$ cat src/rtl/rr_mux_pkg.sv
// Shared types and helpers for the rr_mux arbitrating multiplexer.
package rr_mux_pkg;

  // Arbitration policy: fixed lowest-index priority or rotating round-robin.
  typedef enum logic {
    ARB_FIXED,
    ARB_RR
  } arb_mode_e;

  // Width of a channel index. A single-channel mux still gets one bit.
  function automatic int sel_width(input int n);
    return (n > 1) ? $clog2(n) : 1;
  endfunction

endpackage

$ cat src/rtl/rr_arbiter.sv
// Combinational N-way arbiter: one-hot grant plus its index.
// Round-robin scans upward from ptr with wrap at N-1; fixed mode scans from 0.
module rr_arbiter
  import rr_mux_pkg::*;
#(
  parameter int        N    = 4,
  parameter arb_mode_e MODE = ARB_RR,
  localparam int       SW   = sel_width(N)
) (
  input  logic [N-1:0]  req,
  input  logic [SW-1:0] ptr,
  output logic [N-1:0]  grant,
  output logic [SW-1:0] grant_idx,
  output logic          any_grant
);

  // Pick the first requester in scan order; the wrap is done against N so a
  // non-power-of-two channel count never visits an index past N-1.
  always_comb begin : pick
    int idx;
    // NOTE: every output of a combinational block gets a default before any
    // conditional assignment, otherwise the unassigned paths infer latches.
    grant     = '0;
    grant_idx = '0;
    any_grant = 1'b0;
    idx       = 0;
    for (int k = 0; k < N; k++) begin
      idx = (MODE == ARB_RR) ? int'(ptr) + k : k;
      if (idx >= N) idx = idx - N;
      if (!any_grant && req[idx]) begin
        grant[idx] = 1'b1;
        grant_idx  = SW'(idx);
        any_grant  = 1'b1;
      end
    end
  end

endmodule

$ cat src/rtl/rr_mux.sv
// N-channel WIDTH-bit arbitrating mux with a single registered output stage
// and valid/ready handshakes on both sides.
module rr_mux
  import rr_mux_pkg::*;
#(
  parameter int        N     = 4,
  parameter int        WIDTH = 64,
  parameter arb_mode_e MODE  = ARB_RR,
  localparam int       SW    = sel_width(N)
) (
  input  logic                      clk,
  input  logic                      reset,
  input  logic [N-1:0][WIDTH-1:0]   in_data,
  input  logic [N-1:0]              in_valid,
  output logic [N-1:0]              in_ready,
  output logic [WIDTH-1:0]          out_data,
  output logic [SW-1:0]             out_sel,
  output logic                      out_valid,
  input  logic                      out_ready
);

  logic [SW-1:0] ptr;
  logic [N-1:0]  grant;
  logic [SW-1:0] grant_idx;
  logic          any_grant;
  logic          load_en;
  logic [SW-1:0] ptr_next;

  rr_arbiter #(
    .N    (N),
    .MODE (MODE)
  ) u_arb (
    .req       (in_valid),
    .ptr       (ptr),
    .grant     (grant),
    .grant_idx (grant_idx),
    .any_grant (any_grant)
  );

  // The output register can take a word when it is empty or being drained
  // this cycle; nothing is accepted while reset is held.
  assign load_en  = !reset && (!out_valid || out_ready);
  assign in_ready = load_en ? grant : '0;

  // Round-robin pointer moves just past the winner, wrapping at N-1.
  assign ptr_next = (grant_idx == SW'(N - 1)) ? '0 : grant_idx + SW'(1);

  // Output stage and pointer: load on transfer, empty when idle, hold on stall.
  always_ff @(posedge clk) begin
    // NOTE: sequential state uses non-blocking assignments so every register
    // samples pre-edge values regardless of statement order.
    if (reset) begin
      out_valid <= 1'b0;
      out_data  <= '0;
      out_sel   <= '0;
      ptr       <= '0;
    end else if (load_en) begin
      out_valid <= any_grant;
      if (any_grant) begin
        out_data <= in_data[grant_idx];
        out_sel  <= grant_idx;
        ptr      <= ptr_next;
      end
    end
  end

endmodule

$ cat config.mk
export PLATFORM = sky130hd
export DESIGN_NAME = rr_mux
export DESIGN_NICKNAME = d
export VERILOG_FILES = /design/src/rtl/rr_mux_pkg.sv /design/src/rtl/rr_arbiter.sv /design/src/rtl/rr_mux.sv
export SDC_FILE = /design/constraint.sdc
export NUM_CORES = 1
export LEC_CHECK = 0
export BUFFER_PORTS_ARGS = -buffer_cell sky130_fd_sc_hd__buf_2
export CORE_AREA = 2 2 130 132
export CTS_CLUSTER_SIZE = 16
export DETAILED_ROUTE_END_ITERATION = 6
export DIE_AREA = 0 0 132 134
export PLACE_DENSITY_LB_ADDON = 0.15
export SYNTH_ARGS = -nofsm -noshare
export SYNTH_HDL_FRONTEND = slang
export SYNTH_SLANG_ARGS = --single-unit
$ cat constraint.sdc
create_clock -name clk -period 4.85 [get_ports clk]
set_input_delay 0.2425 -clock clk [delete_from_list [all_inputs] [get_ports clk]]
set_output_delay 0.2425 -clock clk [all_outputs]
set_load 0.03 [all_outputs]
---- Yosys cells after proc, flatten, opt, wreduce, memory -nomap -nowiden ----
Cells that the tools add are included.
cells by class
  $add $sub $neg .......................... 8
  magnitude comparators ................... 13
  equal/unequal tests ..................... 1
  multiplexer cells ....................... 40
  bitwise gates (word level) .............. 3
  reduce and logical (&&, ||, !) cells .... 15
operators with widths
  operator                 number
  $bmux W64 S2             1
  $ge A32 B1 Y1 const B    4
  $lt A32 B4 Y1 const B    4
  $mux W32                 4
  $ge A32 B4 Y1 const B    3
  $sub A32 B4 Y32 const B  3
  $mux W64                 1
  $mux W4                  5
  $mux W1                  16
  $or A4 B4 Y4             3
  $mux W2                  5
  $bmux W1 S2              4
  $demux W1 S2             4
  $logic_and A1 B1 Y1      8
  $add A2 B2 Y3 const B    2
  $logic_not A1 Y1         5
  $sub A2 B3 Y4 const B    1
  $add A2 B1 Y3 const B    1
  $ge A2 B3 Y1 const B     1
  $lt A2 B3 Y1 const B     1
  $add A2 B1 Y2 const B    1
  $eq A2 B2 Y1 const B     1
  $reduce_and A2 Y1        1
  $logic_or A1 B1 Y1       1
storage, ports and cells
  register bits after elaboration ......... 69
  bits of input ports ..................... 263
  output and inout port bits .............. 71
  word-level logic and storage cells ...... 84

---- Longest topological paths before layout ----
  depth after elaboration ................. 17
  gate-level depth with buffers ........... 16
  mapped depth without buffers ............ 8

---- Modules after synthesis ----
A second synthesis with hierarchy kept.
second synthesis, totals
  cells, all modules ...................... 456
  area, all modules ....................... 4819.6 sq um
by module, submodules not included
  module      times used  cells each  area each (sq um)  sequential area each (sq um)
  rr_mux      1           408         4359.2             1381.3
  rr_arbiter  1           48          460.4              0.0

---- Worst setup path before layout ----
Ideal clock, no wire load.
  path kind ............................... register -> register
  start point ............................. register ptr[0]
  end point ............................... register out_data[10]
  data arrival time ....................... 3.406 ns
  data required time ...................... 4.728 ns
  path slack .............................. 1.322 ns
  stages on the path, launching flop included .. 15
  path buffers ............................ 6
  path through ............................ dfxtp_1 > buf_6 > clkinv_1 > clkbuf_1 > clkbuf_1 > ha_1 > mux4_2 > o21ba_1 > or2_1 > buf_6 > o21a_1 > buf_6 > buf_6 > mux2_4 > a221o_1
between the ends
  cells in the longest elaborated chain, start to end .. 17
RTL lines
  item                                                                      line          RTL
  from (decl)                                                               rr_mux.sv:22  logic [SW-1:0] ptr;
  from (signal assigned)                                                    rr_mux.sv:62  ptr <= ptr_next;
  parallel branches: the longest is 17 deep, another holds $sub A32 B4 Y32  n/a
  to (signal assigned)                                                      rr_mux.sv:60  out_data <= in_data[grant_idx];
  to (decl)                                                                 rr_mux.sv:16  output logic [WIDTH-1:0] out_data,
Parallel ways; which one is timed is not known. The select of a mux whose other input is x is not followed.
A chain may end at the register's enable or synchronous reset.

---- Final worst setup path ----
  start point ............................. register ptr[1]
  end point ............................... register out_data[50]
The elaborated chain is that of the path after synthesis.

==> run metrics <==
DRC viols=0; RSZ-0062 raised after global routing=no; HPWL Detailed=~17000 um; Max Cap Violations=0; post-synthesis simple-gate area fraction=0.286; Die Width=132 um; prevailing post-synth register cell=dfxtp_1; xor and xnor fraction of the mapped netlist area=0.00142; Die Span Y=between 100 and 150 um; clock sink count=between 60 and 70; final hold violation count=0; synth warn=0; crit share post-route=0.817; via count=roughly 7.9k; Clock transition at path regs=around 0.06 ns; starting density of the core=0.380; min-delay worst type=in2reg; Tightest Pin Transition=~1.0 ns; FMAX=0.252 GHz; DRT Wirelength=around 25000 um; placed cells=1349; leading area contributor after synthesis=dfxtp_1; Longest Clk Path Bufs=2; Setup crit end kind=flip-flop; Final Net Count=around 1.4k; Post-CTS Hold Buffers=0; Synth Area in Adders=0.00809; minimum clock period=3.96 ns; routed vias/inst=5.77; WHS=about 0.17 ns; leakage=3.71 nW; Post-CTS Setup Repair Bufs=0; outcome=finished, final reports clean; 1st-iter DRT viols=roughly 600; critical path class=reg2reg; Root Buffer=clkbuf_16; total track usage=0.272; Post-Syn Area=0.00619 mm^2; total CTS buffers=9; Worst Reg2Reg Path Length in Cells=8; Peak VDD IR=about 0.33 mV; CTS tree=yes; WP data arrival=4.19 ns; Area contributors post-synth=dfxtp_1, nand2_1, mux2i_1; mux share of post-synthesis cell area=0.115; final setup violation count=0; Rel. slew slack=0.328; Seq/Total Area, Yosys=0.223; Synth Area in Compound Gates=0.299; share of the synthesized area in the top cell type=0.223; layout cells sized above 1=0.363; Synth Net Count=around 1.1k; unique cell type count in the Yosys netlist=52; Post-Layout Cell Count=1366; Synth Area per Inst=about 7.1 um^2; largest family of logic cells by synthesized area=compound AO/OA/AOI/OAI gates; Max Fanout on Critical Path=22; IO buf count=~330; crit path launch type=flip-flop; post_cts resized=0; final antenna-violating net count=0; vias in the first global route=between 7k and 8k; hold path depth=3; register bit total from synthesis=69; die area=between 0.015 and 0.02 mm^2; gr ovfl total=0; first-pass GRT wire length=roughly 40000 um; Post-synth EDFFs=0; largest net degree at the start of global routing=76; setup TNS=0 ns; Cell Pwr Density=between 500 and 600 mW/mm^2; Core Region=0.0163 mm^2; Slew Limit Fails=0; Final GP Congestion=0.823; Worst Skew=about 0.010 ns; routed len/inst=18.2 um; Ports=between 300 and 400; Clock Latency Late Sink=0.34 ns; Cell Rows=47; H-tree depth=3; Syn Inst Count=872; initial antenna violation count=2; Layout area overhead=32.3%; WP data required=5.08 ns; asr flop ratio synth=0; drt first pass iters=5
-- layout by cell type (no fill, tap or decap), types with 2 or more instances in the layout --
cell,n
or3_1,34
a221oi_1,20
nand2b_1,4
a2111o_1,32
mux2_4,5
nand2_1,173
o21ai_0,39
a32oi_1,20
o22ai_1,2
nand3_1,84
dfxtp_1,68
mux4_2,2
clkinv_2,4
a21oi_1,28
diode_2,2
nor2_1,92
mux2i_1,50
ha_1,4
clkbuf_16,9
a221o_1,15
a31o_2,20
nor2_4,2
o2111ai_1,32
nor3_1,3
buf_4,18
buf_2,333
a2111oi_0,11
mux2_2,8
-- cell families after synthesis --
family / after synthesis
flops: 69
simple gates: 405
buf+inv: 97
compound gates: 231
mux: 65
fa+ha+maj: 4
xor+xnor: 1
-- final timing paths --
check	from	endpoint	slack [ns]
max	ptr[1]$_SDFFE_PP0P_	out_data[50]$_SDFFE_PP0P_	0.89
min	in_data[104]	out_data[40]$_SDFFE_PP0P_	0.17
max reg2reg	ptr[1]$_SDFFE_PP0P_	out_data[50]$_SDFFE_PP0P_	0.89
min reg2reg	out_data[11]$_SDFFE_PP0P_	out_data[11]$_SDFFE_PP0P_	0.46
-- cells in the mapped netlist (5+ instances only) --
cell / n
o2111ai_1: 32
a221oi_1: 20
mux2i_1: 50
clkbuf_1: 73
a31o_2: 20
o21ai_0: 40
mux2_4: 5
dfxtp_1: 69
a21oi_1: 28
a32oi_1: 20
nand3_1: 84
mux2_2: 8
nor2_1: 94
or3_1: 34
a221o_1: 15
nand2_1: 173
a2111o_1: 32
buf_2: 11
buf_1: 6
a2111oi_0: 11
-- where the power goes --
part           internal, mW  total, mW  switching [mW]  leakage (nW)
clock                 0.354      0.621           0.267         0.134
combinational          1.05       3.08            2.02          2.99
sequential            0.821      0.972           0.151         0.577
-- critical path: stages, from the launching register on --
cell     delay, ns
dfxtp_1       0.48
inv_1         0.13
ha_1          0.51
mux4_2        0.65
o21ba_1       0.34
or2_2         0.50
o21a_2        0.53
mux2_2        0.40
a221o_1       0.32
-- state kept, by name (all words and copies together) (netlist names) --
| register | cells |
|---|---|
| out_data | 64 |
| out_sel | 2 |
| out_valid | 1 |
| ptr | 2 |
-- area by class of cell --
type	instances	area, um^2
Clock buffer	10	239
Multi-Input combinational cell	706	4430
Tap cell	220	275
Clock inverter	5	27.5
Fill cell	1688	8100
Antenna cell	2	5.00
Timing Repair Buffer	352	1820
Sequential cell	69	1390
Inverter	2	7.51
-- layer usage --
metal	routed length, um	track usage	vias up
met5	0	0	-
met4	731	0.109	0
met3	2100	0.0552	47
met2	11600	0.443	349
met1	10400	0.352	3687
li1	-	-	3804
-- per-stage QoR --
| stage | power [mW] | util | setup slack (ns) | cell area [um^2] |
|---|---|---|---|---|
| 6_report | 4.67 | 0.503 | 0.887 | 8190 |
| 5_1_grt | 5.02 | 0.503 | 0.705 | 8190 |
| 4_1_cts | 4.68 | 0.502 | 0.902 | 8180 |
| 3_5_place_dp | 4.05 | 0.486 | 0.897 | 7920 |
| 3_3_place_gp | 4.03 | 0.486 | 0.991 | 7920 |
| 2_1_floorplan | 3.22 | - | 1.32 | 6190 |
(Power assumes the default switching activity.)
